--- src/rtl/wbgpio_edge_if.sv ---
// Pipelined wishbone slave port of the edge-interrupt GPIO block (32-bit data, 3-bit word address).
interface wbgpio_edge_if;
  logic        i_wb_cyc;
  logic        i_wb_stb;
  logic        i_wb_we;
  logic [2:0]  i_wb_addr;
  logic [31:0] i_wb_data;
  logic        o_wb_stall;
  logic        o_wb_ack;
  logic [31:0] o_wb_data;

  modport master (
    output i_wb_cyc, i_wb_stb, i_wb_we, i_wb_addr, i_wb_data,
    input  o_wb_stall, o_wb_ack, o_wb_data
  );

  modport slave (
    input  i_wb_cyc, i_wb_stb, i_wb_we, i_wb_addr, i_wb_data,
    output o_wb_stall, o_wb_ack, o_wb_data
  );
endinterface

--- src/rtl/wbgpio_edge.sv ---
// GPIO with set/clear-mask outputs, per-pin rise/fall interrupt enables and W1C status.
// Optional TOGGLE register at word 4 when WBGPIO_TOGGLE_EN is defined.
module wbgpio_edge #(
  parameter int unsigned NIN     = 16,
  parameter int unsigned NOUT    = 16,
  parameter logic [15:0] DEFAULT = 16'h0000,
  parameter int unsigned NSYNC   = 2
) (
  input  logic            i_clk,
  input  logic            i_reset,
  wbgpio_edge_if.slave    wb,
  input  logic [NIN-1:0]  i_gpio,
  output logic [NOUT-1:0] o_gpio,
  output logic            o_int
);

  localparam logic [2:0] SettleMax = 3'(NSYNC + 1);

  logic [NSYNC-1:0][NIN-1:0] sync_q, sync_d;
  logic [NIN-1:0]  prev_q, prev_d;
  logic [2:0]      settle_q, settle_d;
  logic [NIN-1:0]  rise_en_q, rise_en_d;
  logic [NIN-1:0]  fall_en_q, fall_en_d;
  logic [NIN-1:0]  status_q, status_d;
  logic [NOUT-1:0] gpio_q, gpio_d;
  logic            int_q, int_d;
  logic            ack_q, ack_d;
  logic [31:0]     rdata_q, rdata_d;

  logic [NIN-1:0]  synced;
  logic            settled;
  logic [NIN-1:0]  evt;
  logic [NIN-1:0]  w1c;
  logic            wr;
  logic [NOUT-1:0] set_mask;
  logic [NOUT-1:0] set_val;
  logic            unused_cyc;

  // Every strobe is a request; cyc is implied by stb.
  assign unused_cyc = wb.i_wb_cyc;

  assign synced   = sync_q[NSYNC-1];
  assign settled  = (settle_q == SettleMax);
  assign wr       = wb.i_wb_stb && wb.i_wb_we;
  assign set_mask = wb.i_wb_data[NOUT+15:16];
  assign set_val  = wb.i_wb_data[NOUT-1:0];

  always_comb begin
    sync_d   = {sync_q[NSYNC-2:0], i_gpio};
    prev_d   = synced;
    settle_d = settled ? settle_q : settle_q + 3'd1;
    // Edges are ignored until the synchroniser and prev sample hold real pin values.
    evt      = settled ? ((synced & ~prev_q & rise_en_q) | (~synced & prev_q & fall_en_q))
                       : '0;
    int_d    = |status_q;
    ack_d    = !i_reset && wb.i_wb_stb;

    rise_en_d = rise_en_q;
    fall_en_d = fall_en_q;
    gpio_d    = gpio_q;
    w1c       = '0;

    if (wr) begin
      case (wb.i_wb_addr)
        3'd0: gpio_d = (gpio_q & ~set_mask) | (set_val & set_mask);
        3'd1: rise_en_d = wb.i_wb_data[NIN-1:0];
        3'd2: fall_en_d = wb.i_wb_data[NIN-1:0];
        3'd3: w1c = wb.i_wb_data[NIN-1:0];
`ifdef WBGPIO_TOGGLE_EN
        3'd4: gpio_d = gpio_q ^ set_val;
`endif
        default: ;
      endcase
    end

    // A new event beats a simultaneous clear of the same bit.
    status_d = (status_q & ~w1c) | evt;

    rdata_d = 32'h0;
    if (wb.i_wb_stb) begin
      case (wb.i_wb_addr)
        3'd0: rdata_d = (32'(synced) << 16) | 32'(gpio_q);
        3'd1: rdata_d = 32'(rise_en_q);
        3'd2: rdata_d = 32'(fall_en_q);
        3'd3: rdata_d = 32'(status_q);
`ifdef WBGPIO_TOGGLE_EN
        3'd4: rdata_d = 32'(gpio_q);
`endif
        default: rdata_d = 32'h0;
      endcase
    end
  end

  always_ff @(posedge i_clk) begin
    if (i_reset) begin
      sync_q    <= '0;
      prev_q    <= '0;
      settle_q  <= 3'd0;
      rise_en_q <= '0;
      fall_en_q <= '0;
      status_q  <= '0;
      gpio_q    <= DEFAULT[NOUT-1:0];
      int_q     <= 1'b0;
      ack_q     <= 1'b0;
      rdata_q   <= 32'h0;
    end else begin
      sync_q    <= sync_d;
      prev_q    <= prev_d;
      settle_q  <= settle_d;
      rise_en_q <= rise_en_d;
      fall_en_q <= fall_en_d;
      status_q  <= status_d;
      gpio_q    <= gpio_d;
      int_q     <= int_d;
      ack_q     <= ack_d;
      rdata_q   <= rdata_d;
    end
  end

  assign wb.o_wb_stall = 1'b0;
  assign wb.o_wb_ack   = ack_q;
  assign wb.o_wb_data  = rdata_q;
  assign o_gpio        = gpio_q;
  assign o_int         = int_q;

endmodule

--- src/flat_wrapper.sv ---
// flat-port wrapper written by rule: the top's interface ports become plain ports
module wbgpio_edge_flat 
#(
  parameter int unsigned NIN     = 16,
  parameter int unsigned NOUT    = 16,
  parameter logic [15:0] DEFAULT = 16'h0000,
  parameter int unsigned NSYNC   = 2
)
  (i_clk, i_reset, i_gpio, o_gpio, o_int, wb_i_wb_cyc, wb_i_wb_stb, wb_i_wb_we, wb_i_wb_addr, wb_i_wb_data, wb_o_wb_stall, wb_o_wb_ack, wb_o_wb_data);
  wbgpio_edge_if wb_i ();
  input  logic i_clk;
  input  logic i_reset;
  input  logic [NIN-1:0] i_gpio;
  output logic [NOUT-1:0] o_gpio;
  output logic o_int;
  input wire logic [$bits(wb_i.i_wb_cyc)-1:0] wb_i_wb_cyc;
  input wire logic [$bits(wb_i.i_wb_stb)-1:0] wb_i_wb_stb;
  input wire logic [$bits(wb_i.i_wb_we)-1:0] wb_i_wb_we;
  input wire logic [$bits(wb_i.i_wb_addr)-1:0] wb_i_wb_addr;
  input wire logic [$bits(wb_i.i_wb_data)-1:0] wb_i_wb_data;
  output wire logic [$bits(wb_i.o_wb_stall)-1:0] wb_o_wb_stall;
  output wire logic [$bits(wb_i.o_wb_ack)-1:0] wb_o_wb_ack;
  output wire logic [$bits(wb_i.o_wb_data)-1:0] wb_o_wb_data;
  assign wb_i.i_wb_cyc = wb_i_wb_cyc;
  assign wb_i.i_wb_stb = wb_i_wb_stb;
  assign wb_i.i_wb_we = wb_i_wb_we;
  assign wb_i.i_wb_addr = wb_i_wb_addr;
  assign wb_i.i_wb_data = wb_i_wb_data;
  assign wb_o_wb_stall = wb_i.o_wb_stall;
  assign wb_o_wb_ack = wb_i.o_wb_ack;
  assign wb_o_wb_data = wb_i.o_wb_data;
  wbgpio_edge #(.NIN(NIN), .NOUT(NOUT), .DEFAULT(DEFAULT), .NSYNC(NSYNC)) u_core (.i_clk(i_clk), .i_reset(i_reset), .wb(wb_i), .i_gpio(i_gpio), .o_gpio(o_gpio), .o_int(o_int));
endmodule
--- config.mk ---
export PLATFORM = sky130hd
export DESIGN_NAME = wbgpio_edge_flat
export DESIGN_NICKNAME = d
export VERILOG_FILES = /design/src/rtl/wbgpio_edge_if.sv /design/src/rtl/wbgpio_edge.sv /design/src/flat_wrapper.sv
export SDC_FILE = /design/constraint.sdc
export NUM_CORES = 1
export LEC_CHECK = 0
export CORE_MARGIN = 2
export CORE_UTILIZATION = 40
export CTS_BUF_LIST = sky130_fd_sc_hd__clkbuf_8
export DETAILED_ROUTE_END_ITERATION = 10
export GPL_TIMING_DRIVEN = 0
export PLACE_DENSITY = 0.74
export SLEW_MARGIN = 20
export SYNTH_ARGS = -nofsm -noshare
export SYNTH_HDL_FRONTEND = slang
export SYNTH_SLANG_ARGS = --single-unit
--- constraint.sdc ---
create_clock -name i_clk -period 1.7 [get_ports i_clk]
set_input_delay 0.34 -clock i_clk [delete_from_list [all_inputs] [get_ports i_clk]]
set_output_delay 0.34 -clock i_clk [all_outputs]
set_load 0.05 [all_outputs]
# Yosys cells after proc, flatten, opt, wreduce, memory -nomap -nowiden
# Index checks and enable logic that the tools add are counted.
word_totals:
  regBits: 149
  latch_bits: 0
  ramBits: 0
  mem_bits_ro: 0
  input_bits: 56
  memories: 0
op_classes:
  add_sub_neg: 1
  mul: 0
  div_mod_pow: 0
  order_cmp: 0
  n_eq_ne: 4
  shifts: 0
  muxes: 4
  n_bitwise: 16
  n_reduce_logical: 9
ops:
  columns: ["operator", "count"]
  rows:
  - ["$pmux 32 s4", 1]
  - ["$and 16x16->16", 7]
  - ["$not 16->16", 4]
  - ["$mux 16", 3]
  - ["$or 16x16->16", 3]
  - ["$or 32x16->32", 1]
  - ["$reduce_or 16->1", 1]
  - ["$eq 3x2->1 const B", 3]
  - ["$reduce_and 2->1", 3]
  - ["$add 3x1->3 const B", 1]
  - ["$eq 3x1->1 const B", 1]
  - ["$logic_not 3->1", 1]
  - ["$logic_and 1x1->1", 2]
  - ["$reduce_or 2->1", 1]
  - ["$logic_not 1->1", 1]
  - ["$not 1->1", 1]

# Depth between registers and ports, before layout
# Gate-level depths: netlist (run 1).
logic_depth:
  depth_word: 6
  ltp_mapped: 6
  depth_no_buf: 5

# Least setup slack after synthesis (run 1)
# Ideal clock, no wire load.
synth_timing:
  path_kind: "register to register"
  start: "reg u_core.settle_q[0]"
  end: "reg u_core.status_q[10]"
  setup_time_ns: 0.117
  t_arrival_ns: 1.372
  required_time_ns: 1.583
  path_slack_ns: 0.211
  path_stages_with_launch: 7
  n_path_buf: 2
  period_less_slack_ns: 1.489
  path_cell_list: "dfxtp_1 ha_1 ha_1 nor2b_1 clkbuf_1 buf_2 a32o_1"
synth_via:
  elab_chain_len: 3
synth_lines:
  columns: ["element", "line_no", "rtl"]
  rows:
  - ["start: declaration", "wbgpio_edge.sv:21", "logic [2:0] settle_q, settle_d;"]
  - ["start signal: assignment", "wbgpio_edge.sv:109", "settle_q <= settle_d;"]
  - ["$eq 3x2->1", "wbgpio_edge.sv:43", "assign settled = (settle_q == SettleMax);"]
  - ["$mux 16", "wbgpio_edge.sv:53", "evt = settled ? ((synced & ~prev_q & rise_en_q) | (~synced & prev_q & fall_en_q))"]
  - ["$or 16x16->16", "wbgpio_edge.sv:77", "status_d = (status_q & ~w1c) | evt;"]
  - ["end signal: assignment", "wbgpio_edge.sv:112", "status_q <= status_d;"]
  - ["end: declaration", "wbgpio_edge.sv:24", "logic [NIN-1:0] status_q, status_d;"]
# No other way between the ends.
# A chain may end at the register's enable or synchronous reset.

==> summary.txt, run 1 <==
Status
  – Status: complete, no violations

Route
  – Iteration-0 DRC count of the detailed router: 272
  – Vias per cell: about 5
  – ANT nets after route: 0
  – Via count: between 4000 and 5000
  – Routed WL: about 14000 um
  – Drt first pass iters: 7
  – Drt drc: 0
  – Routed len/inst: 16.02 um

Critical path
  – Crit-path max cell delay: 0.52 ns
  – Critical-path top delay cell: clkdlybuf4s15_1
  – Top delay family on crit path: buffers and inverters
  – Worst-path maximum fanout: 3
  – Critical Path, Cell by Cell: clkdlybuf4s15_1
  – R2r startpoint: u_core.settle_q[0]$_SDFFE_PP0N_
  – Startpoint types: register
  – Kind of critical path: reg2out
  – CP arrival: 1.31 ns
  – CP Capture Type: output pin
  – Critical path required time: 1.36 ns
  – CP Buf/Inv Count: 1

CTS
  – Num CTS Buffers: 17
  – CTS clk-pin slew, worst paths: about 0.07 ns
  – Clk buf depth: 2
  – Post-CTS Hold Fix Bufs: 0
  – CTS sink cnt: 149
  – Htree depth: 4
  – CTS tree: done
  – Root Driver: clkbuf_8
  – Insertion delay to the later sink of the worst-skew pair: 0.44 ns

Timing
  – Setup Viol. Count Final: 0
  – Pins Over Slew Limit: 0
  – Clk_skew: 0.01232 ns
  – RSZ-0062 raised after global routing: false
  – Normalized max-slew margin: 60.94%
  – Fin. Hold Viols: 0
  – Fmax: 605.9 MHz
  – Final Cycle Share: between 90% and 100%
  – Slew at the pin with the worst max-slew slack: 0.5860 ns
  – Final min period: 1.650 ns
  – Fin worst setup slack: 0.04963 ns

GRT
  – First-pass GRT wire length: ~22000 um
  – Maximum number of pins on one net before global-route repair: 17
  – GR Overflow Total: 0
  – Antenna violations before repair: 0
  – Vias in the first global route: between 4000 and 5000
  – Global Route Usage Sum: 19.08%

Die
  – Die area: 15000 um2
  – CORE AREA: 13770 um2
  – Starting Density: 40.77%
  – Die H: approximately 120 um
  – Die width: approximately 120 um
  – Site Rows: 43
  – Total I/O pin count: 107

Cells and area
  – Most frequent cells in the layout: 149 x dfxtp_1, 81 x mux2i_1, 80 x nand2_1
  – Share of layout cells above drive strength 1: 10.35%
  – # diodes: 0
  – Final non-filler cell total: roughly 870
  – Final net count: between 700 and 800
  – Most common cell after layout, fill and taps aside: dfxtp_1
  – Layout Area Growth over Synthesis: 28.12%
  – # fillers: 1318

Pwr
  – Maximum vdd drop: 449.5 uV
  – Pwr/cell area: between 900 and 1000 nW/um2
  – Leakage: approximately 3.1 nW

Logic synthesis
  – Mean Syn Cell Area: 10.17 um2
  – Post-synth top flop: dfxtp_1
  – Number of enable flip-flop cells after synthesis: 0
  – Mapped Cells: about 550
  – Post-synthesis sequential area ratio: 53.12%
  – Yosys warnings: 0
  – Ys async rst share: 0%
  – Yosys cell types: 33
  – Syn_nets: 610
  – Synthesized area: 5615 um2
  – Synth Register Bits: 149

Place
  – Cell count after placement: ~830
  – Port-buffer cells: 102
  – RD Place Congestion: approximately 0.87
  – Setup Slack @ Placement: -0.3383 ns
  – DP HPWL: roughly 11000 um

Run
  – Max-cap viol count: 0

Hold path
  – Hold crit path type: in2reg
  – Min-delay src: i_reset
==> cells in the mapped netlist, types with 2 or more instances <==
cell	instances	area (um2)
dfxtp_1	149	2983
mux2i_1	81	810.8
nand2_1	80	300.3
nor2b_1	50	312.8
and2_1	33	206.5
nand3_1	32	160.2
a32o_1	16	160.2
nand3b_1	16	120.1
o21ai_0	16	80.08
o22ai_1	16	100.1
clkbuf_1	15	56.30
buf_2	11	55.05
buf_4	6	45.04
nor2_1	5	18.77
nor4_1	4	25.02
buf_6	3	33.78
ha_1	2	25.02
inv_1	2	7.510
==> metal layers <==
layer  global-route usage, %  wire (um)  part of all wire (%)
met1                   24.67       6197                    45
met2                   31.56       6564                    47
met3                   3.671        926                   6.7
met4                   7.184        184                   1.3
met5                       0          0                     0
==> power by group <==
part	switching (mW)	internal, mW
logic	0.269	0.236
registers	0.0449	3.56
clock network	1.25	1.59
==> through the flow <==
stage                     cell area (um2)  setup TNS (ns)  power (mW)  hold WS (ns)  utilization (%)
after floorplan                      5615               0       3.953        0.4138                -
after global placement               6862          -14.21       4.182        0.4196            49.82
after detailed placement             6862          -15.76       4.198        0.4246            49.82
after CTS                            7247               0       7.018        0.2114            52.62
after global routing                 7194               0       7.215        0.2306            52.23
final                                7194               0       6.955        0.2410            52.23
==> path summary, 6_finish.rpt <==
kind | endpoint | slack (ns) | cells past startpoint
hold / removal | u_core.prev_d[15]$_SDFF_PP0_ | 0.24 | 2
setup / recovery | o_gpio[1] | 0.05 | 1
hold reg to reg | u_core.prev_d[12]$_SDFF_PP0_ | 0.44 | 1
setup reg to reg | u_core.status_q[11]$_SDFF_PP0_ | 0.11 | 6
==> cells by family after synthesis <==
family                   synth area share (%)
other                                 0.06678
AND/OR/NAND/NOR                         21.81
flip-flops                              53.12
buffers and inverters                   3.654
adder cells (fa/ha/maj)                0.4456
AO/OA/AOI/OAI                           6.306
multiplexers                            14.44
XOR/XNOR                               0.1560
==> cell type report <==
cell class | count | area (um2) | share of cell area, %
buffer | 36 | 197.7 | 2.748
tap | 180 | 225.2 | 3.130
clock buffer | 21 | 289.0 | 4.017
clock inverter | 11 | 133.9 | 1.861
inverter | 3 | 11.26 | 0.1565
sequential | 149 | 2983 | 41.46
multi-input combinational | 364 | 2430 | 33.77
timing repair buffer | 102 | 924.6 | 12.85
==> timing repair <==
item                       in CTS  in global routing
pin swaps                       0                  0
setup buffers                   0                  0
setup endpoints to repair      60                 24
gates resized for setup        70                 16
Note: power is estimated with default switching activity, not from simulation.
==> run 2, diff against run 1 <==
--- a/config.mk
+++ b/config.mk
@@ -10,7 +10,7 @@
 export CTS_BUF_LIST = sky130_fd_sc_hd__clkbuf_8
 export DETAILED_ROUTE_END_ITERATION = 10
 export GPL_TIMING_DRIVEN = 0
-export PLACE_DENSITY = 0.74
+export PLACE_DENSITY = 0.69
 export SLEW_MARGIN = 20
 export SYNTH_ARGS = -nofsm -noshare
 export SYNTH_HDL_FRONTEND = slang
==> summary.txt, run 2 (synthesis gave the netlist of run 1 again) <==
Die
  – Starting Density: 40.77% (unchanged)
  – Die area: 15000 um2 (unchanged)
  – Die H: 122.5 um (unchanged)
  – Die width: 122.5 um (unchanged)
  – Total I/O pin count: 107 (unchanged)
  – Site Rows: 43 (unchanged)
  – CORE AREA: 13770 um2 (unchanged)

GRT
  – GR Overflow Total: 0 (unchanged)
  – Met3 Usage GRT: 3.625% (was 3.671%)
  – Antenna violations before repair: 0 (unchanged)
  – Gr busiest metal: met2 (unchanged)
  – Global Route Usage Sum: 19.35% (was 19.08%)
  – First-pass GRT wire length: 22130 um (was 21680 um)
  – Met1 usage: 26.42% (was 24.67%)
  – Maximum number of pins on one net before global-route repair: 17 (unchanged)
  – Vias in the first global route: 4201 (was 4192)
  – Met2 Track Usage GR: 30.42% (was 31.56%)

Timing
  – Slew at the pin with the worst max-slew slack: 0.5899 ns (was 0.5860 ns)
  – Post-route setup TNS: 0 ns (unchanged)
  – Final min period: 1.664 ns (was 1.650 ns)
  – Clk_skew: 0.009768 ns (was 0.01232 ns)
  – Pins Over Slew Limit: 0 (unchanged)
  – Fmax: 600.8 MHz (was 605.9 MHz)
  – Setup Viol. Count Final: 0 (unchanged)
  – Normalized max-slew margin: 60.67% (was 60.94%)
  – Final Cycle Share: 97.90% (was 97.08%)
  – Fin. Hold Viols: 0 (unchanged)
  – RSZ-0062 raised after global routing: false (unchanged)

CTS
  – CTS tree: done (unchanged)
  – Insertion delay to the later sink of the worst-skew pair: 0.43 ns (was 0.44 ns)
  – Clk buf depth: 2 (unchanged)
  – CTS sink cnt: 149 (unchanged)
  – Post-CTS Hold Fix Bufs: 0 (unchanged)
  – Setup Buffers After CTS: 0 (unchanged)
  – Root Driver: clkbuf_8 (unchanged)
  – Num CTS Buffers: 17 (unchanged)
  – Htree depth: 4 (unchanged)
  – CTS clk-pin slew, worst paths: 0.08 ns (was 0.07 ns)

Critical path
  – CP arrival: 1.32 ns (was 1.31 ns)
  – Critical path required time: 1.36 ns (about the same)
  – CP Buf/Inv Count: 1 (unchanged)
  – CP Capture Type: output pin (unchanged)
  – Critical-path top delay cell: clkdlybuf4s15_1 (unchanged)
  – Critical Path, Cell by Cell: clkdlybuf4s15_1 (unchanged)
  – Cell depth of the worst flop-to-flop path: 6 (unchanged)
  – Startpoint types: register (unchanged)
  – R2r startpoint: u_core.settle_q[0]$_SDFFE_PP0N_ (unchanged)
  – Kind of critical path: reg2out (unchanged)
  – Top delay family on crit path: buffers and inverters (unchanged)
  – Worst-path maximum fanout: 3 (unchanged)
  – Reg2reg setup slack: 0.07 ns (was 0.11 ns)
  – Crit-path max cell delay: 0.52 ns (about the same)
  – R2R Path End: u_core.status_q[10]$_SDFF_PP0_ (was u_core.status_q[11]$_SDFF_PP0_)

Cells and area
  – Most common cell after layout, fill and taps aside: dfxtp_1 (unchanged)
  – Share of layout cells above drive strength 1: 10.06% (was 10.35%)
  – # diodes: 0 (unchanged)
  – Most frequent cells in the layout: 149 x dfxtp_1, 81 x mux2i_1, 80 x nand2_1 (unchanged)
  – Final net count: 731 (unchanged)
  – Layout Area Growth over Synthesis: 27.34% (was 28.12%)
  – Fin util: 51.92% (was 52.23%)

Hold path
  – Min-delay src: i_reset (unchanged)
  – Hold endpoint: u_core.sync_d[31]$_SDFF_PP0_ (was u_core.prev_d[15]$_SDFF_PP0_)
  – Hold crit path type: in2reg (unchanged)
  – Cells on Worst Hold Path: 2 (unchanged)

Pwr
  – Leakage: 3.100 nW (was 3.133 nW)
  – Power Total: 6.680 mW (was 6.955 mW)
  – Maximum vdd drop: 414.2 uV (was 449.5 uV)
  – Pwr/cell area: 934.2 nW/um2 (was 966.8 nW/um2)

Route
  – Via count: 4318 (was 4298)
  – Drt drc: 0 (unchanged)
  – ANT nets after route: 0 (unchanged)
  – Iteration-0 DRC count of the detailed router: 260 (was 272)
  – Drt first pass iters: 5 (was 7)
  – Routed WL: 14110 um (was 13870 um)
  – Vias per cell: 4.986 (was 4.963)
  – Routed len/inst: 16.29 um (was 16.02 um)

Status
  – Status: complete, no violations (unchanged)

Place
  – Port-buffer cells: 102 (unchanged)
  – DP HPWL: 10710 um (was 10680 um)
  – RD Place Congestion: 0.8635 (was 0.8688)

Run
  – Max-cap viol count: 0 (unchanged)
==> run 2: changes by cell type in the layout (fill, tap and decap cells not counted), sizes merged <==
cell / previous run / this run
buf: 20 / 21
clkinvlp: 2 / 5
clkbuf: 49 / 43
clkinv: 2 / 4
dlygate4sd2: 32 / 34
bufinv: 3 / 1
==> run 2: cell type report <==
cell class / instances / area, um2
Clock inverter: 14 / 128.9
Tap cell: 180 / 225.2
Multi-Input combinational cell: 364 / 2427
Inverter: 3 / 11.26
Fill cell: 1316 / 6623
Buffer: 36 / 197.7
Clock buffer: 18 / 247.7
Sequential cell: 149 / 2983
Timing Repair Buffer: 102 / 929.6
==> run 2: per-stage QoR <==
stage,hold WS (ns),area [um2],setup slack [ns],instances
after floorplan,0.4138,5615,0.2111,552
after global placement,0.4214,6862,-0.3180,834
after detailed placement,0.4242,6862,-0.3256,834
after CTS,0.2078,7193,0.001572,866
after global routing,0.2309,7151,0.0002643,866
final,0.2353,7151,0.03568,866
==> run 2: how the worst max path moves through the flow <==
stage	to	slack (ns)	cells past startpoint
final	o_gpio[8]	0.04	1
after global routing	wb_o_wb_data[31]	0.0003	1
after CTS	o_gpio[1]	0.002	1
after detailed placement	u_core.wb.o_wb_data[27]$_SDFF_PN0_	-0.33	6
after global placement	u_core.wb.o_wb_data[24]$_SDFF_PN0_	-0.32	6
after floorplan	u_core.status_q[10]$_SDFF_PP0_	0.21	6
==> run 2: per-layer routing <==
layer	up-vias	share of wire, %
li1	2124	-
met1	2013	45
met2	164	46
met3	17	7.0
met4	0	2.0
met5	-	0
==> run 2: repair_timing <==
item	4_1_cts	5_1_grt
setup endpoints to repair	60	24
cloned	0	0
pin swaps	0	1
gates resized for setup	63	17
==> run 2: where the power goes <==
group          internal (mW)  switching, mW  total [mW]
sequential              3.56         0.0452        3.61
combinational          0.235          0.271       0.506
clock                   1.21           1.36        2.57
